[config.mk]
export PLATFORM = sky130hd
export DESIGN_NAME = alu_control_md
export DESIGN_NICKNAME = d
export VERILOG_FILES = /design/src/rtl/alu_control_md.sv
export SDC_FILE = /design/constraint.sdc
export NUM_CORES = 1
export LEC_CHECK = 0
export CAP_MARGIN = 10
export CORE_UTILIZATION = 30
export DETAILED_ROUTE_END_ITERATION = 12
export GPL_TIMING_DRIVEN = 0
export PLACE_DENSITY = 0.5
export SKIP_LAST_GASP = 1
export SLEW_MARGIN = 20
export SYNTH_ARGS = -nofsm -noshare
export SYNTH_HDL_FRONTEND = slang
export SYNTH_SLANG_ARGS = --single-unit
export TNS_END_PERCENT = 30
[constraint.sdc]
create_clock -name clk -period 4.9 [get_ports clk]
set_clock_uncertainty 0.2 [all_clocks]
set_input_delay 0.98 -clock clk [delete_from_list [all_inputs] [get_ports clk]]
set_output_delay 0.98 -clock clk [all_outputs]
set_load 0.01 [all_outputs]
[src/rtl/alu_control_md.sv]
// alu_control_md
// EX-stage ALU control with an iterative unsigned multiply/divide unit.
//
// Decodes the main-control ALU class (aluOp) and R-type function field (func)
// into a 4-bit ALU select. MULTU/DIVU start a DATA_W-step radix-2 operation
// whose results land in the HI/LO registers; the pipeline is stalled while it
// runs.
//
// Ports:
//   clk       single clock, rising edge
//   rst_n     synchronous reset, active-low
//   aluOp     main-control ALU operation class (4)
//   func      R-type function field (6)
//   ex_valid  EX stage holds a valid instruction
//   flush     cancel EX instruction, including an in-flight mul/div
//   a, b      rs / rt operands (DATA_W)
//   out       ALU select (combinational)
//   illegal   no decode match (combinational)
//   stall     hold IF/ID/EX while a mul/div is issuing or running
//   hi, lo    HI/LO result registers (DATA_W)
//   div0      last DIVU had a zero divisor (registered)

module alu_control_md #(
  parameter int DATA_W = 32
) (
  input  logic              clk,
  input  logic              rst_n,
  input  logic [3:0]        aluOp,
  input  logic [5:0]        func,
  input  logic              ex_valid,
  input  logic              flush,
  input  logic [DATA_W-1:0] a,
  input  logic [DATA_W-1:0] b,
  output logic [3:0]        out,
  output logic              illegal,
  output logic              stall,
  output logic [DATA_W-1:0] hi,
  output logic [DATA_W-1:0] lo,
  output logic              div0
);

  localparam int              CNT_W      = $clog2(DATA_W + 1);
  localparam logic [CNT_W-1:0] CNT_LOAD  = CNT_W'(DATA_W);
  localparam logic [3:0]      SEL_MULTU  = 4'b1010;
  localparam logic [3:0]      SEL_DIVU   = 4'b1011;

  typedef enum logic [1:0] {
    S_IDLE,
    S_BUSY,
    S_DONE
  } state_t;

  state_t             r_state;
  state_t             w_state_nxt;
  logic [CNT_W-1:0]   r_cnt;

  // Working registers: r_acc is the running high half (MULTU) or partial
  // remainder (DIVU); r_q is the multiplier shifting out / product low half
  // shifting in (MULTU) or dividend shifting out / quotient shifting in (DIVU).
  logic               r_is_div;
  logic [DATA_W-1:0]  r_acc;
  logic [DATA_W-1:0]  r_q;
  logic [DATA_W-1:0]  r_b;

  logic               w_md_issue;
  logic               w_last;
  logic               w_complete;
  logic [DATA_W:0]    w_sum;
  logic [DATA_W:0]    w_shift;
  logic [DATA_W-1:0]  w_diff;
  logic               w_ge;
  logic [DATA_W-1:0]  w_acc_nxt;
  logic [DATA_W-1:0]  w_q_nxt;

  // ---------------------------------------------------------------------------
  // Decode
  // ---------------------------------------------------------------------------
  // NOTE: every output of an always_comb gets a default first, so no path can
  // leave it unassigned and infer a latch.
  always_comb begin
    out     = 4'b1110;
    illegal = 1'b1;
    unique case (aluOp)
      4'b0100: begin out = 4'b0000; illegal = 1'b0; end
      4'b1010: begin out = 4'b0001; illegal = 1'b0; end
      4'b0010: begin out = 4'b0101; illegal = 1'b0; end
      4'b1100: begin out = 4'b0010; illegal = 1'b0; end
      4'b1110: begin out = 4'b0100; illegal = 1'b0; end
      4'b1111: begin out = 4'b1111; illegal = 1'b0; end
      4'b0101: begin out = 4'b0110; illegal = 1'b0; end
      4'b0111: begin out = 4'b0111; illegal = 1'b0; end
      4'b0000: begin
        unique case (func)
          6'b100000: begin out = 4'b0000; illegal = 1'b0; end
          6'b100010: begin out = 4'b0001; illegal = 1'b0; end
          6'b100100: begin out = 4'b0010; illegal = 1'b0; end
          6'b100111: begin out = 4'b0011; illegal = 1'b0; end
          6'b100101: begin out = 4'b0100; illegal = 1'b0; end
          6'b101010: begin out = 4'b0101; illegal = 1'b0; end
          6'b010000: begin out = 4'b1000; illegal = 1'b0; end
          6'b010010: begin out = 4'b1001; illegal = 1'b0; end
          6'b011001: begin out = SEL_MULTU; illegal = 1'b0; end
          6'b011011: begin out = SEL_DIVU; illegal = 1'b0; end
          default:   begin out = 4'b1110; illegal = 1'b1; end
        endcase
      end
      default: begin out = 4'b1110; illegal = 1'b1; end
    endcase
  end

  assign w_md_issue = ex_valid & ~flush & ((out == SEL_MULTU) | (out == SEL_DIVU));
  assign w_last     = (r_state == S_BUSY) & (r_cnt == CNT_W'(1));
  // A flush coinciding with the final step cancels the write-back.
  assign w_complete = w_last & ~flush;

  // ---------------------------------------------------------------------------
  // FSM next state and stall
  // ---------------------------------------------------------------------------
  // DONE never issues: the MULTU/DIVU still held in EX retires that cycle.
  always_comb begin
    w_state_nxt = r_state;
    stall       = 1'b0;
    unique case (r_state)
      S_IDLE: begin
        if (w_md_issue) begin
          w_state_nxt = S_BUSY;
          stall       = 1'b1;
        end
      end
      S_BUSY: begin
        stall = 1'b1;
        if (flush) begin
          w_state_nxt = S_IDLE;
        end else if (w_last) begin
          w_state_nxt = S_DONE;
        end
      end
      S_DONE:  w_state_nxt = S_IDLE;
      default: w_state_nxt = S_IDLE;
    endcase
  end

  // ---------------------------------------------------------------------------
  // One radix-2 step of the shared multiply/divide datapath
  // ---------------------------------------------------------------------------
  // MULTU: add the multiplicand when the multiplier LSB is set, then shift the
  // {acc, q} pair right by one; the carry becomes the new top bit of acc.
  assign w_sum   = {1'b0, r_acc} + (r_q[0] ? {1'b0, r_b} : '0);
  // DIVU: shift the next dividend bit into the remainder and subtract the
  // divisor when it fits. With a zero divisor every step "fits", so the
  // quotient fills with ones and the remainder ends up equal to the dividend.
  assign w_shift = {r_acc, r_q[DATA_W-1]};
  assign w_ge    = (w_shift >= {1'b0, r_b});
  // Only used when w_ge holds, where the difference is below r_b and fits.
  assign w_diff  = w_shift[DATA_W-1:0] - r_b;

  always_comb begin
    w_acc_nxt = r_acc;
    w_q_nxt   = r_q;
    if (r_is_div) begin
      w_acc_nxt = w_ge ? w_diff : w_shift[DATA_W-1:0];
      w_q_nxt   = {r_q[DATA_W-2:0], w_ge};
    end else begin
      w_acc_nxt = w_sum[DATA_W:1];
      w_q_nxt   = {w_sum[0], r_q[DATA_W-1:1]};
    end
  end

  // ---------------------------------------------------------------------------
  // Architectural state
  // ---------------------------------------------------------------------------
  // NOTE: sequential state uses non-blocking assignments so every register
  // samples the pre-edge values regardless of statement order.
  always_ff @(posedge clk) begin
    if (!rst_n) begin
      r_state <= S_IDLE;
      r_cnt   <= '0;
      hi      <= '0;
      lo      <= '0;
      div0    <= 1'b0;
    end else begin
      r_state <= w_state_nxt;
      if ((r_state == S_IDLE) && w_md_issue) begin
        r_cnt <= CNT_LOAD;
      end else if (r_state == S_BUSY) begin
        r_cnt <= flush ? '0 : r_cnt - 1'b1;
      end
      if (w_complete) begin
        hi   <= w_acc_nxt;
        lo   <= w_q_nxt;
        div0 <= r_is_div & (r_b == '0);
      end
    end
  end

  // NOTE: the working registers carry no reset; they are always loaded at
  // issue before being read, and reset only needs to return the FSM to IDLE.
  always_ff @(posedge clk) begin
    if ((r_state == S_IDLE) && w_md_issue) begin
      r_is_div <= (out == SEL_DIVU);
      r_b      <= b;
      r_acc    <= '0;
      r_q      <= a;
    end else if (r_state == S_BUSY) begin
      r_acc <= w_acc_nxt;
      r_q   <= w_q_nxt;
    end
  end

endmodule

-- Yosys cells after proc, flatten, opt, wreduce, memory -nomap -nowiden
Index checks and enable logic that the tools add are counted.
- bits in registers: 170
- bits in latches: 0
- bits in writable memories: 0
- ROM bits: 0
- output and inout bits: 71
- word-level logic and storage cells: 74
- memories kept: 0
- add/subtract/negate cells: 3
- multiply operators: 0
- divide/modulo/power cells: 0
- $lt $le $gt $ge: 1
- eq/ne operators: 24
- shift operators: 0
- multiplexer cells: 19
- bitwise operators: 8
- reduce and logical (&&, ||, !) cells: 9
- operators with widths (kind ; number):
    two-way mux 32 bit ; 6
    case mux 4 bit (10 select lines) ; 1
    equality test 6 bit, second input constant ; 6
    case mux 4 bit (9 select lines) ; 1
    adder 32 x 32 -> 33 bit ; 1
    >= comparator 33 x 32 -> 1 bit ; 1
    logical NOT 32 bit ; 1
    subtractor 32 bit ; 1
    equality test 4 bit, second input constant ; 6
    equality test 6 x 5 -> 1 bit, second input constant ; 4
    two-way mux 6 bit ; 3
    equality test 4 x 3 -> 1 bit, second input constant ; 3
    OR reduction 10 bit ; 1
    OR reduction 8 bit ; 1
    equality test 6 x 1 -> 1 bit, second input constant ; 1
    two-way mux 2 bit ; 3
    subtractor 6 x 1 -> 6 bit, second input constant ; 1
    AND 1 bit ; 5
    equality test 4 x 2 -> 1 bit, second input constant ; 1
    logical NOT 4 bit ; 1
    case mux 1 bit (2 select lines) ; 2
    case mux 2 bit (2 select lines) ; 1
    != test 3 bit, second input constant ; 1
    equality test 2 x 1 -> 1 bit, second input constant ; 1
    other kinds (9) ; 11

-- Longest topological paths before layout
Gate-level depths: netlist of the first run.
- word-level depth: 8
- gate-level depth with buffers: 14
- mapped depth without buffers: 13

-- Worst setup path before layout of the first run
OpenSTA, ideal clock, no wires.
- kind: input to register
- start point: input port func[4]
- end point: register r_b[0] (enable)
- data arrival time: 3301 ps
- required time: 4275 ps
- slack: 974 ps
- cell stages on the path: 7
- cell sequence: nand2b_1 > o22ai_1 > a221oi_1 > nor3_1 > a21oi_1 > nand3_1 > nor2_1
- cells in the longest elaborated chain, start to end: 7
- ends and longest elaborated chain (item ; RTL line ; text):
    start: declaration ; 29 ; input logic [5:0] func,
    equality test 6 x 5 -> 1 bit or equality test 6 bit (tied branches) ; 93 ; unique case (func)
    case mux 4 bit (10 select lines) (*) ; 93 ;
    case mux 4 bit (9 select lines) (*) ; 83 ; unique case (aluOp)
    equality test 4 bit ; 111 ; assign w_md_issue = ex_valid & ~flush & ((out == SEL_MULTU) | (out == SEL_DIVU));
    bitwise OR 1 bit (*) ; 111 ;
    AND 1 bit (*) ; 111 ;
    logical AND 1 bit (*) ; 199 ; if ((r_state == S_IDLE) && w_md_issue) begin
    end signal: assignment ; 201 ; r_b <= b;
    end: declaration ; 63 ; logic [DATA_W-1:0] r_b;
Mark *: on every way between the ends. The rest lies on a longest branch, timed or not.
A chain may end at the register's enable or synchronous reset.

-- Worst setup path in the final report of the first run
- start point: input port ex_valid
- end point: output port stall
- cells in the longest elaborated chain, start to end: 4
- ends and longest elaborated chain (item ; RTL line ; text):
    start: declaration ; 30 ; input logic ex_valid,
    AND 1 bit (2 in a row) ; 111 ;
    two-way mux 1 bit ; 125 ; if (w_md_issue) begin
    case mux 1 bit (2 select lines) ; 123 ; unique case (r_state)
    end: declaration ; 36 ; output logic stall,
Every way passes these cells.

==> results.md, run 1 <==
- Status: completed
- TritonCTS clock tree: built
- Min-Delay Path Class: reg2reg
- Total standard cell area after synthesis: ~11,000 um2
- Most used DFF post-synth: sky130_fd_sc_hd__dfxtp_1
- Cell type group with the largest total delay on the critical path: buffers and inverters
- Max stage delay on crit path: 0.66 ns
- Clock Pin Slew Worst Setup and Hold Paths: 0.07 ns
- Synth Net Count: 1,468
- # nets final: 1,637
- Setup repair after global routing missed its margin: true
- Cells traversed along the worst timing path: clkdlybuf4s50_1 -> or4b_2 -> nand4b_1 -> and2_0 -> clkbuf_1 -> buf_4 -> inv_1 -> clkdlybuf4s50_1
- Initial antenna violation count: 1
- CTS buffer count: 17
- Number of antenna-violating nets in the routed design: 0
- Pin count of the biggest net entering global routing: 25
- Final Max Tran Viols: 0
- Global router's overall resource usage: between 20 and 25%
- Fraction of the yosys area taken by sequential cells: a little over a third
- CTS Hold Buffers Added: 0
- Total of flip-flops plus latches after synthesis: between 150 and 200
- Die width: 196 um
- Mean Syn Cell Area: ~8.5 um2
- Pleak: ~5.5 nW
- Top-Level Pins: approximately 150
- Initial DRC count: roughly 850
- Worst slew margin relative to its limit: around 30%
- Die footprint: roughly 38,000 um2
- Design area: around 14,000 um2
- Port bufs: 144
- Cell chosen for the clock root: sky130_fd_sc_hd__clkbuf_16
- Proportion of register bits with asynchronous set or reset after synthesis: 0%
- Sort of element at the end of the critical path: output port
- Placed instance count: 1,972
- Largest fanout of any net on the critical path: 10
- Setup slack at placement: -0.673 ns
- Reg2Reg Setup Slack: approximately 0.34 ns
- Path type of the worst setup path: in2out
- Routed via count: roughly 11,000
- Hold Fails Final Rpt: 0
- Number of buffers on the longest clock path: 2
- Fraction of final layout cells with drive strength greater than 1: between 6 and 7%
- Number of iterations in the first detailed-routing pass: 8
- Switching power share of the total: a little under a third
- Wire length of the first global-routing pass: approximately 63 mm
- Startpoint Class: input port
- Count of yosys warnings during synthesis: 0
- Critical path data arrival time: ~3.7 ns
- Power density relative to cell area: between 200 and 250 nW/um2
- Relative contribution of sequential cells to total power: 43.5%
- Via count of the first global-routing pass: 10,400
- Final instance count without filler cells: roughly 2,000
- Clock network fraction of design power: approximately two fifths
- Clock sink count: 170
- Count of maximum capacitance violations: 0
- Required time of the worst setup path: between 3 and 4 ns
- Post-route fraction of the period consumed by the critical path: between 90% and 100%
- Die outline height: 196 um
- Most used cell along the critical path: sky130_fd_sc_hd__clkdlybuf4s50_1
- IR Drop Worst-Case VDD: ~0.2 mV
- Worst-Skew Late Latency: 0.47 ns
- Number of buffers and inverters on the critical path: 5
- Internal cell power: 2.41 mW
- Initial core utilization: about 31%
- Post-detailed-route via-to-cell ratio: 5.31
- Synthesized instance count: 1,322
- Count of endpoints failing setup in the final report: 0
- Count of distinct cell types in the synthesized netlist: 88
- Depth of the CTS H-tree: 4
- Number of synthesized flops with an enable pin: 65
- Power share of the combinational group: approximately 16%
- Switching power: roughly 1.1 mW
- Highest clock rate: around 0.21 GHz
- Worst-margin pin slew: between 1 and 1.5 ns
- Average wire per standard cell: 20.9 um
- Wirelength, routed: between 40 and 50 mm
- Post-route DRC: 0
- Post-detailed-placement half-perimeter wirelength: 33.4 mm
- Slowest stage cell, crit path: sky130_fd_sc_hd__or4b_2
- Area overhead of the layout relative to synthesis: 24.6%
- Core area: 36,900 um2
- Number of core rows: 70
- Area after DPL: ~13,000 um2
- Final global-route overflow total: 0
- Tmin final: slightly below 5 ns
- Worst Setup Slack, final: around 0.056 ns
- Final-layout setup total negative slack: 0 ns
- Routability Congestion: around 0.93
-- logic make-up after synthesis --
kind of cell / Yosys count / synth area share, %
XOR/XNOR: 51 / 3.95
flip-flops: 170 / 35.9
AND/OR/NAND/NOR: 412 / 17.6
buffers and inverters: 140 / 5.09
AO/OA/AOI/OAI: 432 / 25.3
multiplexers: 49 / 4.51
adder cells (fa/ha/maj): 68 / 7.66
-- synth_stat cells (3+ instances only) --
cell type / number / area share [%]
sky130_fd_sc_hd__o211ai_1: 14 / 0.93
sky130_fd_sc_hd__nor4_1: 10 / 0.55
sky130_fd_sc_hd__o21a_1: 19 / 1.3
sky130_fd_sc_hd__a21oi_2: 3 / 0.23
sky130_fd_sc_hd__nand4_1: 22 / 1.2
sky130_fd_sc_hd__xnor2_1: 26 / 2.0
sky130_fd_sc_hd__o21ai_0: 57 / 2.5
sky130_fd_sc_hd__mux2_2: 7 / 0.70
sky130_fd_sc_hd__and2_1: 37 / 2.0
sky130_fd_sc_hd__inv_1: 59 / 2.0
sky130_fd_sc_hd__a31o_1: 3 / 0.23
sky130_fd_sc_hd__nand2b_1: 9 / 0.50
sky130_fd_sc_hd__nand3_1: 34 / 1.5
sky130_fd_sc_hd__ha_1: 66 / 7.3
sky130_fd_sc_hd__a211o_1: 3 / 0.23
sky130_fd_sc_hd__o2111ai_1: 3 / 0.23
sky130_fd_sc_hd__o22ai_1: 6 / 0.33
sky130_fd_sc_hd__a31oi_1: 12 / 0.66
sky130_fd_sc_hd__a21boi_0: 4 / 0.27
sky130_fd_sc_hd__nor3b_1: 6 / 0.40
sky130_fd_sc_hd__nor2_1: 146 / 4.9
sky130_fd_sc_hd__a211oi_1: 49 / 3.3
sky130_fd_sc_hd__buf_2: 9 / 0.40
sky130_fd_sc_hd__a22o_1: 13 / 1.0
sky130_fd_sc_hd__xor2_1: 25 / 1.9
sky130_fd_sc_hd__buf_6: 4 / 0.40
sky130_fd_sc_hd__mux2i_1: 40 / 3.5
sky130_fd_sc_hd__a21oi_1: 137 / 6.1
sky130_fd_sc_hd__and3_1: 3 / 0.17
sky130_fd_sc_hd__clkbuf_1: 62 / 2.1
sky130_fd_sc_hd__o2bb2ai_1: 13 / 1.0
sky130_fd_sc_hd__a21o_1: 21 / 1.4
sky130_fd_sc_hd__dfxtp_1: 105 / 19
sky130_fd_sc_hd__or3_1: 7 / 0.39
sky130_fd_sc_hd__o21bai_1: 10 / 0.66
sky130_fd_sc_hd__a32o_1: 9 / 0.80
sky130_fd_sc_hd__nor3_1: 22 / 0.97
sky130_fd_sc_hd__or2_2: 5 / 0.28
sky130_fd_sc_hd__o311ai_0: 3 / 0.23
sky130_fd_sc_hd__nand2_1: 82 / 2.7
sky130_fd_sc_hd__o31ai_1: 10 / 0.66
sky130_fd_sc_hd__nor2b_1: 13 / 0.72
sky130_fd_sc_hd__o21ai_1: 11 / 0.49
sky130_fd_sc_hd__edfxtp_1: 65 / 17
-- routing by layer --
| metal | track usage (%) | up-vias | share of wire [%] |
|---|---|---|---|
| met2 | 34.8 | 318 | 45 |
| li1 | - | 5192 | - |
| met4 | 7.61 | 0 | 2.7 |
| met3 | 4.09 | 57 | 5.4 |
| met5 | 0 | - | 0 |
| met1 | 29.9 | 5110 | 47 |
-- worst register-to-register path: stages, from the launching register on --
cell                        delay [ns]
sky130_fd_sc_hd__edfxtp_1         0.67
sky130_fd_sc_hd__clkbuf_2         0.36
sky130_fd_sc_hd__nand2_1          0.15
sky130_fd_sc_hd__fa_1             0.45
sky130_fd_sc_hd__nand2b_1         0.19
sky130_fd_sc_hd__a21o_1           0.21
sky130_fd_sc_hd__a2111oi_1        0.63
sky130_fd_sc_hd__nor3b_1          0.19
sky130_fd_sc_hd__o31ai_1          0.59
sky130_fd_sc_hd__a41oi_1          0.29
sky130_fd_sc_hd__xnor2_1          0.18
sky130_fd_sc_hd__mux2i_1          0.22
sky130_fd_sc_hd__o2bb2ai_1        0.10
-- through the flow --
stage                     hold WS, ns  utilization [%]  total power [mW]
final                           0.266             38.2              3.47
after global placement          0.246             36.3              2.08
after CTS                       0.270             38.2              3.50
after floorplan                 0.256                -              1.88
after detailed placement        0.260             36.4              2.08
after global routing            0.289             38.2              3.61
-- power by group through the flow --
| stage | Combinational [mW] | Clock (mW) | Sequential, mW |
|---|---|---|---|
| 2_1_floorplan | 0.352 | 0 | 1.53 |
| 3_3_place_gp | 0.541 | 0 | 1.54 |
| 3_5_place_dp | 0.541 | 0 | 1.54 |
| 4_1_cts | 0.548 | 1.44 | 1.51 |
| 5_1_grt | 0.601 | 1.50 | 1.51 |
| 6_report | 0.550 | 1.41 | 1.51 |
-- path summary, 6_finish.rpt --
kind,startpoint,to,cells past startpoint
min reg2reg,hi[19]$_SDFFE_PN0P_,hi[19]$_SDFFE_PN0P_,2
max reg2reg,r_q[0]$_DFFE_PP_,r_acc[29]$_SDFFE_PP0P_,12
max,ex_valid,stall,8
min,hi[19]$_SDFFE_PN0P_,hi[19]$_SDFFE_PN0P_,2
-- layout by cell type, fill, tap and decap left out, types with 21 or more instances in the layout --
master,netlist,routed
sky130_fd_sc_hd__edfxtp_1,65,65
sky130_fd_sc_hd__nand2_1,82,82
sky130_fd_sc_hd__a211oi_1,49,49
sky130_fd_sc_hd__clkdlybuf4s50_1,0,138
sky130_fd_sc_hd__o21ai_0,57,57
sky130_fd_sc_hd__mux2i_1,40,40
sky130_fd_sc_hd__a21oi_1,137,137
sky130_fd_sc_hd__inv_1,59,58
sky130_fd_sc_hd__xor2_1,25,25
sky130_fd_sc_hd__dfxtp_1,105,105
sky130_fd_sc_hd__nor3_1,22,22
sky130_fd_sc_hd__nand4_1,22,22
sky130_fd_sc_hd__clkbuf_1,62,61
sky130_fd_sc_hd__ha_1,66,66
sky130_fd_sc_hd__xnor2_1,26,26
sky130_fd_sc_hd__a21o_1,21,21
sky130_fd_sc_hd__and2_1,37,37
sky130_fd_sc_hd__nand3_1,34,34
sky130_fd_sc_hd__nor2_1,146,145
-- sequential cells by signal, indices dropped and copies added, names as in the netlist --
| register | flops |
|---|---|
| r_cnt | 6 |
| r_b | 32 |
| div0 | 1 |
| lo | 32 |
| r_acc | 32 |
| r_q | 32 |
| r_is_div | 1 |
| hi | 32 |
| r_state | 2 |
-- final cells by class --
type                    count  area, um2
diodes                      1       2.50
plain buffers              80        355
clock buffers              17        425
clock inverters            15        174
fillers                  3799      22800
inverters                  60        225
multi-input cells        1012       6690
flip-flops and latches    170       4050
well taps                 504        631
repair buffers            150       1520
-- what timing repair did --
| action | 4_1_cts | 5_1_grt |
|---|---|---|
| setup buffers | 4 | 0 |
| resized for setup | 9 | 4 |
| pin swaps | 2 | 1 |
| setup endpoints to repair | 1 | 3 |
(Power assumes the default switching activity.)
==> run 2, diff against run 1 <==
- GPL_ROUTABILITY_DRIVEN: not set -> 0
- PLACE_DENSITY: 0.5 -> not set
- PLACE_DENSITY_LB_ADDON: not set -> 0.05
==> run 2 against run 1 <==
Effect of this change: first-iteration DRC count shrank 21%; sequential share of layout area rose by 0.087 points; die area stayed put; routed wire length is 0.62% lower; combinational power about the same; register-to-register slack better by 0.18 ns.
==> results.md, run 2 (synthesized netlist as in run 1, its figures left out) <==
- Status: completed (unchanged)
- Highest clock rate: 0.210 GHz (was 0.206 GHz)
- Hold Fails Final Rpt: 0 (unchanged)
- Internal cell power: 2.44 mW (was 2.41 mW)
- Min-Delay Path Class: reg2reg (unchanged)
- Path type of the worst setup path: in2out (unchanged)
- Clock sink count: 170 (unchanged)
- Setup repair after global routing missed its margin: true (unchanged)
- Setup slack at placement: -0.694 ns (was -0.673 ns)
- Top-Level Pins: 149 (unchanged)
- Number of antenna-violating nets in the routed design: 0 (unchanged)
- # nets final: 1,634 (was 1,637)
- Clock network fraction of design power: 40.3% (was 40.7%)
- Power density relative to cell area: 246 nW/um2 (was 247 nW/um2)
- Total power: 3.45 mW (was 3.47 mW)
- Average wire per standard cell: 20.8 um (was 20.9 um)
- Routed via count: 10,600 (was 10,700)
- Post-route fraction of the period consumed by the critical path: 97.3% (was 98.9%)
- Initial DRC count: 673 (was 853)
- Critical path data arrival time: 3.59 ns (was 3.66 ns)
- Worst slew margin relative to its limit: 36.7% (was 30.0%)
- CTS buffer count: 17 (unchanged)
- Area used by multi-input combinational logic: 6700 um2 (was 6690 um2)
- Depth of the CTS H-tree: 4 (unchanged)
- Final instance count without filler cells: 2,005 (was 2,009)
- Register area: 4050 um2 (unchanged)
- TritonCTS clock tree: built (unchanged)
- Cells traversed along the worst timing path: clkdlybuf4s50_1 -> nor2b_1 -> a221oi_1 -> nor3_1 -> a21oi_2 -> nand4b_1 -> and2_0 -> clkbuf_1 -> buf_4 -> inv_1 -> clkdlybuf4s50_1 (was clkdlybuf4s50_1 -> or4b_2 -> nand4b_1 -> and2_0 -> clkbuf_1 -> buf_4 -> inv_1 -> clkdlybuf4s50_1)
- Final global-route overflow total: 0 (unchanged)
- Clock Pin Slew Worst Setup and Hold Paths: 0.08 ns (was 0.07 ns)
- Count of endpoints failing setup in the final report: 0 (unchanged)
- Required time of the worst setup path: 3.72 ns (about the same)
- Die width: 196 um (unchanged)
- Post-Route Utilization: 38.1% (was 38.2%)
- Worst-margin pin slew: 0.949 ns (was 1.05 ns)
- Fraction of final layout cells with drive strength greater than 1: 6.00% (was 6.12%)
- Placed instance count: 1,972 (unchanged)
- Slowest stage cell, crit path: sky130_fd_sc_hd__clkdlybuf4s50_1 (was sky130_fd_sc_hd__or4b_2)
- Worst Setup Slack, final: 0.133 ns (was 0.0562 ns)
- Count of maximum capacitance violations: 0 (unchanged)
- Wirelength, routed: 41.8 mm (was 42.0 mm)
- Most common cell after layout, fill and taps aside: sky130_fd_sc_hd__nor2_1 (unchanged)
- Pin count of the biggest net entering global routing: 24 (was 25)
- Die footprint: 38,400 um2 (unchanged)
- Sort of element at the end of the critical path: output port (unchanged)
- Most used cell along the critical path: sky130_fd_sc_hd__clkdlybuf4s50_1 (unchanged)
- Power share of the combinational group: 16.0% (was 15.8%)
- Via count of the first global-routing pass: 10,300 (was 10,400)
- Global router's overall resource usage: 22.1% (was 22.0%)
- Pleak: 5.49 nW (was 5.53 nW)
- Initial antenna violation count: 0 (was 1)
- Final Max Tran Viols: 0 (unchanged)
- Startpoint Class: input port (unchanged)
- Core area: 36,900 um2 (unchanged)
- Most frequent cells in the layout: sky130_fd_sc_hd__nor2_1, sky130_fd_sc_hd__clkdlybuf4s50_1, sky130_fd_sc_hd__a21oi_1 (unchanged)
- Die outline height: 196 um (unchanged)
- Number of diodes: 0 (was 1)
- IR Drop Worst-Case VDD: 0.225 mV (was 0.195 mV)
- Filler cells: 3,875 (was 3,799)
- Port bufs: 144 (unchanged)
- Max stage delay on crit path: 0.52 ns (was 0.66 ns)
- Wire length of the first global-routing pass: 63.5 mm (was 63.1 mm)
- Relative contribution of sequential cells to total power: 43.7% (was 43.5%)
- Post-route DRC: 0 (unchanged)
- Post-detailed-placement half-perimeter wirelength: 33.5 mm (was 33.4 mm)
- Post-detailed-route via-to-cell ratio: 5.29 (was 5.31)
- Number of core rows: 70 (unchanged)
- Tmin final: 4.77 ns (was 4.84 ns)
- Cell chosen for the clock root: sky130_fd_sc_hd__clkbuf_16 (unchanged)
- Number of iterations in the first detailed-routing pass: 5 (was 8)
- Number of buffers on the longest clock path: 2 (unchanged)
- Switching power: 1.01 mW (was 1.06 mW)
- Area overhead of the layout relative to synthesis: 24.2% (was 24.6%)
- Worst-Skew Late Latency: 0.45 ns (was 0.47 ns)
- Largest fanout of any net on the critical path: 10 (unchanged)
- Initial core utilization: 30.6% (unchanged)
- Switching power share of the total: 29.3% (was 30.5%)
## run 2: cell count changes in the layout (fill, tap and decap cells not counted), moves of 2 or more
cell and change:
sky130_fd_sc_hd__clkinv_8 -2, sky130_fd_sc_hd__buf_4 -3, sky130_fd_sc_hd__inv_8 -3, sky130_fd_sc_hd__inv_6 +3, sky130_fd_sc_hd__dlymetal6s2s_1 -2, sky130_fd_sc_hd__clkinv_2 +2, sky130_fd_sc_hd__clkdlybuf4s50_1 +2
## run 2: area by class of cell
cell class              count  share of cell area (%)
plain buffers              80                    2.53
clock buffers              17                    3.03
well taps                 504                    4.49
inverters                  60                    1.60
multi-input cells        1012                    47.7
clock inverters            15                    1.12
repair buffers            147                    10.6
flip-flops and latches    170                    28.9
## run 2: critical path: cells and delay by family
| family | cells | cell delay, ns |
|---|---|---|
| AND/OR/NAND/NOR | 4 | 0.71 |
| AO/OA/AOI/OAI | 2 | 0.45 |
| buffers and inverters | 5 | 1.44 |
## run 2: layer usage
metal  routed length [um]  global-route usage [%]
met4                  982                    7.06
met2                18900                    34.8
met5                    0                       0
met3                 2330                    4.37
met1                19600                    30.3
## run 2: final timing paths
check                        endpoint  cells after the start          startpoint  slack [ns]
setup / recovery                stall                     11             func[0]        0.13
hold / removal     lo[0]$_SDFFE_PN0P_                      2  lo[0]$_SDFFE_PN0P_        0.26
setup reg to reg  hi[25]$_SDFFE_PN0P_                     12    r_q[0]$_DFFE_PP_        0.52
hold reg to reg    lo[0]$_SDFFE_PN0P_                      2  lo[0]$_SDFFE_PN0P_        0.26
## run 2: stage by stage
stage	hold slack, ns	cell area (um2)	TNS [ns]
detailed placement	0.247	13400	-0.694
finish	0.257	14000	0
floorplan	0.256	11300	0
CTS	0.258	14000	0
global placement	0.246	13400	-44.84
global route	0.284	14000	-0.0891
## run 2: what timing repair did
action                     CTS  global route
gates resized for setup      9             3
setup buffers                1             0
hold buffers                 0             0
pin swaps                    2             1
setup endpoints to repair    1             5
## run 2: power by group through the flow
stage | clock (mW) | sequential (mW) | combinational, mW
2_1_floorplan | 0 | 1.53 | 0.352
3_3_place_gp | 0 | 1.54 | 0.547
3_5_place_dp | 0 | 1.54 | 0.546
6_report | 1.39 | 1.51 | 0.551
5_1_grt | 1.48 | 1.51 | 0.606
4_1_cts | 1.43 | 1.51 | 0.551
==> run 3, diff against run 2 <==
- CORE_UTILIZATION: 30 -> 57
==> run 3 against run 2 <==
Effect of this change: critical path depth is the same; critical path type unchanged; cell count is 12% lower; power up 0.88%; sequential share of layout area up 0.55 points; routed wire length down 13%; flip-flop and latch count stayed put; register-to-register slack got worse by 0.12 ns; clock power increased by 3%.
==> results.md, run 3 (synthesized netlist as in run 1, its figures left out) <==
- Status: completed (unchanged)
- Wire length of the first global-routing pass: 55.9 mm (was 63.5 mm)
- Worst R2R Start: r_q[0]$_DFFE_PP_ (unchanged)
- # nets final: 1,633 (was 1,634)
- Largest fanout of any net on the critical path: 10 (unchanged)
- Switching power share of the total: 28.8% (was 29.3%)
- Worst-margin pin slew: 0.926 ns (was 0.949 ns)
- Die outline height: 143 um (was 196 um)
- Area overhead of the layout relative to synthesis: 21.9% (was 24.2%)
- Sort of element at the end of the critical path: output port (unchanged)
- Switching power: 1.00 mW (was 1.01 mW)
- CTS Hold Buffers Added: 0 (unchanged)
- Via count of the first global-routing pass: 10,500 (was 10,300)
- Average wire per standard cell: 20.5 um (was 20.8 um)
- Cell chosen for the clock root: sky130_fd_sc_hd__clkbuf_16 (unchanged)
- Hold wc startpoint: hi[27]$_SDFFE_PN0P_ (was lo[0]$_SDFFE_PN0P_)
- Count of cells along the worst register-to-register path: 12 (unchanged)
- Number of diodes: 0 (unchanged)
- Worst-Skew Late Latency: 0.45 ns (about the same)
- Final global-route overflow total: 0 (unchanged)
- Power density relative to cell area: 253 nW/um2 (was 246 nW/um2)
- CTS buffer count: 17 (unchanged)
- Setup slack at placement: -0.606 ns (was -0.694 ns)
- Die width: 143 um (was 196 um)
- Initial antenna violation count: 1 (was 0)
- Wirelength, routed: 36.2 mm (was 41.8 mm)
- Reg2Reg Setup Slack: 0.40 ns (was 0.52 ns)
- Count of endpoints failing setup in the final report: 0 (unchanged)
- Die footprint: 20,400 um2 (was 38,400 um2)
- Pin count of the biggest net entering global routing: 35 (was 24)
- Number of core rows: 51 (was 70)
- Hold-critical path endpoint: hi[27]$_SDFFE_PN0P_ (was lo[0]$_SDFFE_PN0P_)
- Number of buffers on the longest clock path: 2 (unchanged)
- Port bufs: 144 (unchanged)
- Initial DRC count: 1,142 (was 673)
- IR Drop Worst-Case VDD: 0.274 mV (was 0.225 mV)
- Relative contribution of sequential cells to total power: 43.2% (was 43.7%)
- Post-detailed-placement half-perimeter wirelength: 27.2 mm (was 33.5 mm)
- Required time of the worst setup path: 3.72 ns (about the same)
- Internal cell power: 2.48 mW (was 2.44 mW)
- Setup repair after global routing missed its margin: false (was true)
- Highest clock rate: 0.211 GHz (was 0.210 GHz)
- Total power: 3.48 mW (was 3.45 mW)
- Hold Crit Depth: 2 (unchanged)
- Post-route DRC: 0 (unchanged)
- Count of maximum capacitance violations: 0 (unchanged)
- Path type of the worst setup path: in2out (unchanged)
- Routed via count: 11,200 (was 10,600)
- Depth of the CTS H-tree: 4 (unchanged)
- TritonCTS clock tree: built (unchanged)
- Post-route fraction of the period consumed by the critical path: 96.7% (was 97.3%)
- Post-detailed-route via-to-cell ratio: 6.35 (was 5.29)
- Final Max Tran Viols: 0 (unchanged)
- Most frequent cells in the layout: sky130_fd_sc_hd__nor2_1, sky130_fd_sc_hd__clkdlybuf4s50_1, sky130_fd_sc_hd__a21oi_1 (unchanged)
- Hold Fails Final Rpt: 0 (unchanged)
- CP startpoint: func[0] (unchanged)
- Clock network fraction of design power: 41.1% (was 40.3%)
- Clock Pin Slew Worst Setup and Hold Paths: 0.07 ns (was 0.08 ns)
- Startpoint Class: input port (unchanged)
- Tmin final: 4.74 ns (was 4.77 ns)
- Number of iterations in the first detailed-routing pass: 8 (was 5)
- Critical path data arrival time: 3.56 ns (was 3.59 ns)
- Initial core utilization: 58.1% (was 30.6%)
- Clock sink count: 170 (unchanged)
- Number of antenna-violating nets in the routed design: 0 (unchanged)
- Core area: 19,500 um2 (was 36,900 um2)
- Top-Level Pins: 149 (unchanged)
- Global router's overall resource usage: 36.2% (was 22.1%)
- Smallest hold slack: 0.260 ns (was 0.257 ns)
- Most common cell after layout, fill and taps aside: sky130_fd_sc_hd__nor2_1 (unchanged)
- Worst Setup Slack, final: 0.160 ns (was 0.133 ns)
- Worst slew margin relative to its limit: 38.2% (was 36.7%)
- Min-Delay Path Class: reg2reg (unchanged)
- Power share of the combinational group: 15.6% (was 16.0%)
- Critical register-to-register path endpoint: r_acc[29]$_SDFFE_PP0P_ (was hi[25]$_SDFFE_PN0P_)
- Fraction of final layout cells with drive strength greater than 1: 6.20% (was 6.00%)
- Pleak: 5.51 nW (was 5.49 nW)
[run 3: metal layers]
metal | up-vias | wire (um) | global-route usage [%]
met2 | 594 | 16100 | 57.3
met3 | 135 | 3100 | 6.10
met5 | - | 13 | 0
met4 | 2 | 1830 | 18.2
met1 | 5284 | 15100 | 47.6
li1 | 5193 | - | -
[run 3: worst max-delay path by stage]
stage | endpoint | cells after the start
CTS | stall | 12
global route | stall | 11
detailed placement | stall | 12
floorplan | r_b[0]$_DFFE_PP_ | 7
finish | stall | 11
global placement | r_b[25]$_DFFE_PP_ | 8
[run 3: power by group through the flow]
stage | sequential [mW] | clock (mW) | combinational (mW)
floorplan | 1.53 | 0 | 0.352
global placement | 1.54 | 0 | 0.516
detailed placement | 1.54 | 0 | 0.522
CTS | 1.51 | 1.42 | 0.530
global route | 1.51 | 1.49 | 0.588
finish | 1.51 | 1.43 | 0.545
[run 3: layout make-up]
class                   count  area [um2]
repair buffers            146        1470
plain buffers              80         354
clock inverters            14         170
multi-input cells        1012        6720
inverters                  60         225
well taps                 265         332
flip-flops and latches    170        4050
clock buffers              18         450
fillers                  1581        5690
[run 3: stage by stage]
step / cells / utilization, % / instance area (um2) / setup TNS [ns]
3_5_place_dp: 1732 / 67.3 / 13100 / -0.606
6_report: 1765 / 70.8 / 13800 / 0
5_1_grt: 1765 / 70.8 / 13800 / 0
3_3_place_gp: 1731 / 67.2 / 13100 / -24.23
2_1_floorplan: 1322 / - / 11300 / 0
4_1_cts: 1765 / 70.7 / 13800 / 0
[run 3: worst max-delay path: stages]
cell and delay [ns]:
sky130_fd_sc_hd__clkdlybuf4s50_1 0.58, sky130_fd_sc_hd__nor2_1 0.11, sky130_fd_sc_hd__a221oi_2 0.28, sky130_fd_sc_hd__nor3_1 0.09, sky130_fd_sc_hd__a21oi_2 0.17, sky130_fd_sc_hd__nand4b_1 0.20, sky130_fd_sc_hd__and2_0 0.22, sky130_fd_sc_hd__clkbuf_1 0.13
sky130_fd_sc_hd__buf_4 0.21, sky130_fd_sc_hd__inv_1 0.06, sky130_fd_sc_hd__clkdlybuf4s50_1 0.52
[run 3: timing repair]
| action | CTS | global route |
|---|---|---|
| gates resized for setup | 10 | 5 |
| endpoints found under the setup margin | 1 | 1 |
| buffers inserted | 1 | 0 |
| pin swaps | 2 | 1 |
==> RTL change, RTL diff (settings of run 3) <==
Reset style: asynchronous (`rst_n`), changed in one clocked block. Comments in the files are not updated.
--- a/src/rtl/alu_control_md.sv
+++ b/src/rtl/alu_control_md.sv
@@ -173,3 +173,3 @@
   // samples the pre-edge values regardless of statement order.
-  always_ff @(posedge clk) begin
+  always_ff @(posedge clk or negedge rst_n) begin
     if (!rst_n) begin
Function: differs if rst_n is asserted again (counterexample within 4 cycles, from zero or initial values and one cycle with rst_n low); with rst_n held inactive, the same outputs for 10 cycles.
==> RTL change against run 3 <==
Fmax rose by 1.7%. Sequential cell count did not move. Power increased by 4.5%. Critical path depth is the same. Synthesized cell count down 4.3%. Cell count down 3.0%. Final area hardly changed. Worst setup slack improved by 80 ps. Routed wire length decreased by 2.6%. Global-route usage shrank 0.20 points. Synthesized area is 0.72% lower. Non-clock buffer count shrank 13. Highest routed layer is now met4.
==> RTL change: results (changes against run 3) <==
INFO  metric synth-edff-count = 65 (unchanged)
INFO  metric power_leakage = 6.10 nW (+11%)
INFO  metric io_buffers = 148 (+2.8%)
INFO  metric drt-initial-drc-count = 1162 (+1.8%)
INFO  metric largest_net_degree_at_the_start_of_global_routing = 54 (+54%)
INFO  metric synth_common_cells = 149 x nand2_1, 114 x a21oi_1, 103 x nor2_1
INFO  metric clkLatencyLatePin = 450 ps (about the same)
INFO  metric yosysSeqAreaShare = 39.4% (+3.5 points)
INFO  metric final_net_count = 1584 (-3.0%)
INFO  metric ys_dominant_reg_cell = dfrtp_1
INFO  metric placed_cell_area = 13100 um2 (-0.17%)
INFO  metric hold_path.class = in2async
INFO  metric via_per_inst = 6.32 (-0.45%)
INFO  metric status = finished clean
INFO  metric max_slew_margin = 31.3% (-6.9 points)
INFO  metric clk_pin_slew = 80 ps
INFO  metric antenna_found_initial = 1 (unchanged)
INFO  metric vdd_drop_max = 0.250 mV (-8.9%)
INFO  metric dr.pass1.iters = 6 (-2)
INFO  metric distinct_cell_type_count_of_the_synthesized_netlist = 77 (-13%)
INFO  metric synth_async_sr_flop_share = 42.9% (+43 points)
INFO  metric root_buffer = clkbuf_16
INFO  metric synthesis.nets = 1411 (-3.9%)
INFO  metric dpl.hpwl = 26300 um (-3.6%)
INFO  metric critical_path_peak_fanout = 7 (-3)
INFO  metric fillers = 1509 (-4.6%)
INFO  metric numCtsBuffers = 17 (unchanged)
INFO  metric grt_pass1_wl = 55100 um (-1.5%)
INFO  metric vias_in_the_first_global_route = 10200 (-3.1%)
INFO  metric post_route_cells_drive_above_1_share = 6.96% (+0.76 points)
INFO  metric h-tree-depth = 4 (unchanged)
INFO  metric routed_wire_length_per_instance = 20.6 um (+0.47%)
INFO  metric max-clock-path-buffers = 2 (unchanged)
INFO  metric crit_arrival = 3480 ps (-80 ps)
INFO  metric post_synth_main_area_contributors = edfxtp_1 17%, dfrtp_1 16%, ha_1 7.4%
INFO  metric yosysWarnings = 0 (unchanged)
INFO  metric grt_usage = 36.0% (-0.20 points)
RTL change: routing by layer:
metal,wire length (um),track usage [%],vias up
met1,14100,46.8,5160
met2,16200,56.7,580
met5,0,0,-
met4,1670,17.3,0
met3,3330,8.11,127
li1,-,-,4956
RTL change: layout make-up:
cell class,count,area (um2),share of cell area [%]
multi-input cells,981,6370,46.3
flip-flops and latches,170,4420,32.1
repair buffers,155,1570,11.4
clock buffers,17,425,3.09
well taps,260,325,2.36
plain buffers,58,258,1.87
inverters,55,206,1.50
clock inverters,15,194,1.41
diodes,1,2.50,0.0182
RTL change: path summary, 6_finish.rpt:
check	from	end	slack, ps	depth (start not counted)
worst min register to register	hi[16]$_DFFE_PN0P_	hi[16]$_DFFE_PN0P_	280	2
worst min-delay path	rst_n	hi[4]$_DFFE_PN0P_	230	1
worst max-delay path	func[5]	stall	240	11
max in group asynchronous	rst_n	hi[27]$_DFFE_PN0P_	3680	2
min in group clk	hi[16]$_DFFE_PN0P_	hi[16]$_DFFE_PN0P_	280	2
worst max register to register	r_q[0]$_DFFE_PP_	hi[25]$_DFFE_PN0P_	400	12
RTL change: logic make-up after synthesis:
logic type,count (synthesis),synth area share (%)
adder cells (fa/ha/maj),68,7.72
flip-flops,170,39.4
buffers and inverters,114,4.13
XOR/XNOR,51,3.98
multiplexers,57,5.32
AND/OR/NAND/NOR,424,17.9
AO/OA/AOI/OAI,381,21.6
RTL change: worst max-delay path, stage by stage:
cell and delay, ps:
dlygate4sd2_1 370, and4bb_2 310, a21o_1 120, a22oi_1 70, or2_2 310, a2111oi_4 310, buf_4 190, a21oi_2 80
buf_6 160, inv_1 40, clkdlybuf4s50_1 520
RTL change: metrics by stage:
| stage | setup WS [ps] | power (W) | std cells | util, % |
|---|---|---|---|---|
| after floorplan | 964 | 0.00202 | 1265 | - |
| after global placement | -951 | 0.00223 | 1673 | 68.5 |
| after detailed placement | -732 | 0.00225 | 1675 | 68.8 |
| after CTS | 42.7 | 0.00362 | 1709 | 72.3 |
| after global routing | 84.1 | 0.00376 | 1711 | 72.4 |
| final | 240 | 0.00364 | 1712 | 72.4 |
RTL change: what timing repair did:
item,CTS,global route
setup buffers,2,3
pin swaps,1,1
resized for setup,12,1
endpoints found under the setup margin,1,1
RTL change: power breakdown:
group / internal (W) / leakage [nW] / switching [W]
clock: 0.000697 / 0.299 / 0.000700
sequential: 0.00150 / 1.86 / 0.0000406
combinational: 0.000304 / 3.95 / 0.000400
total: 0.00250 / 6.10 / 0.00114
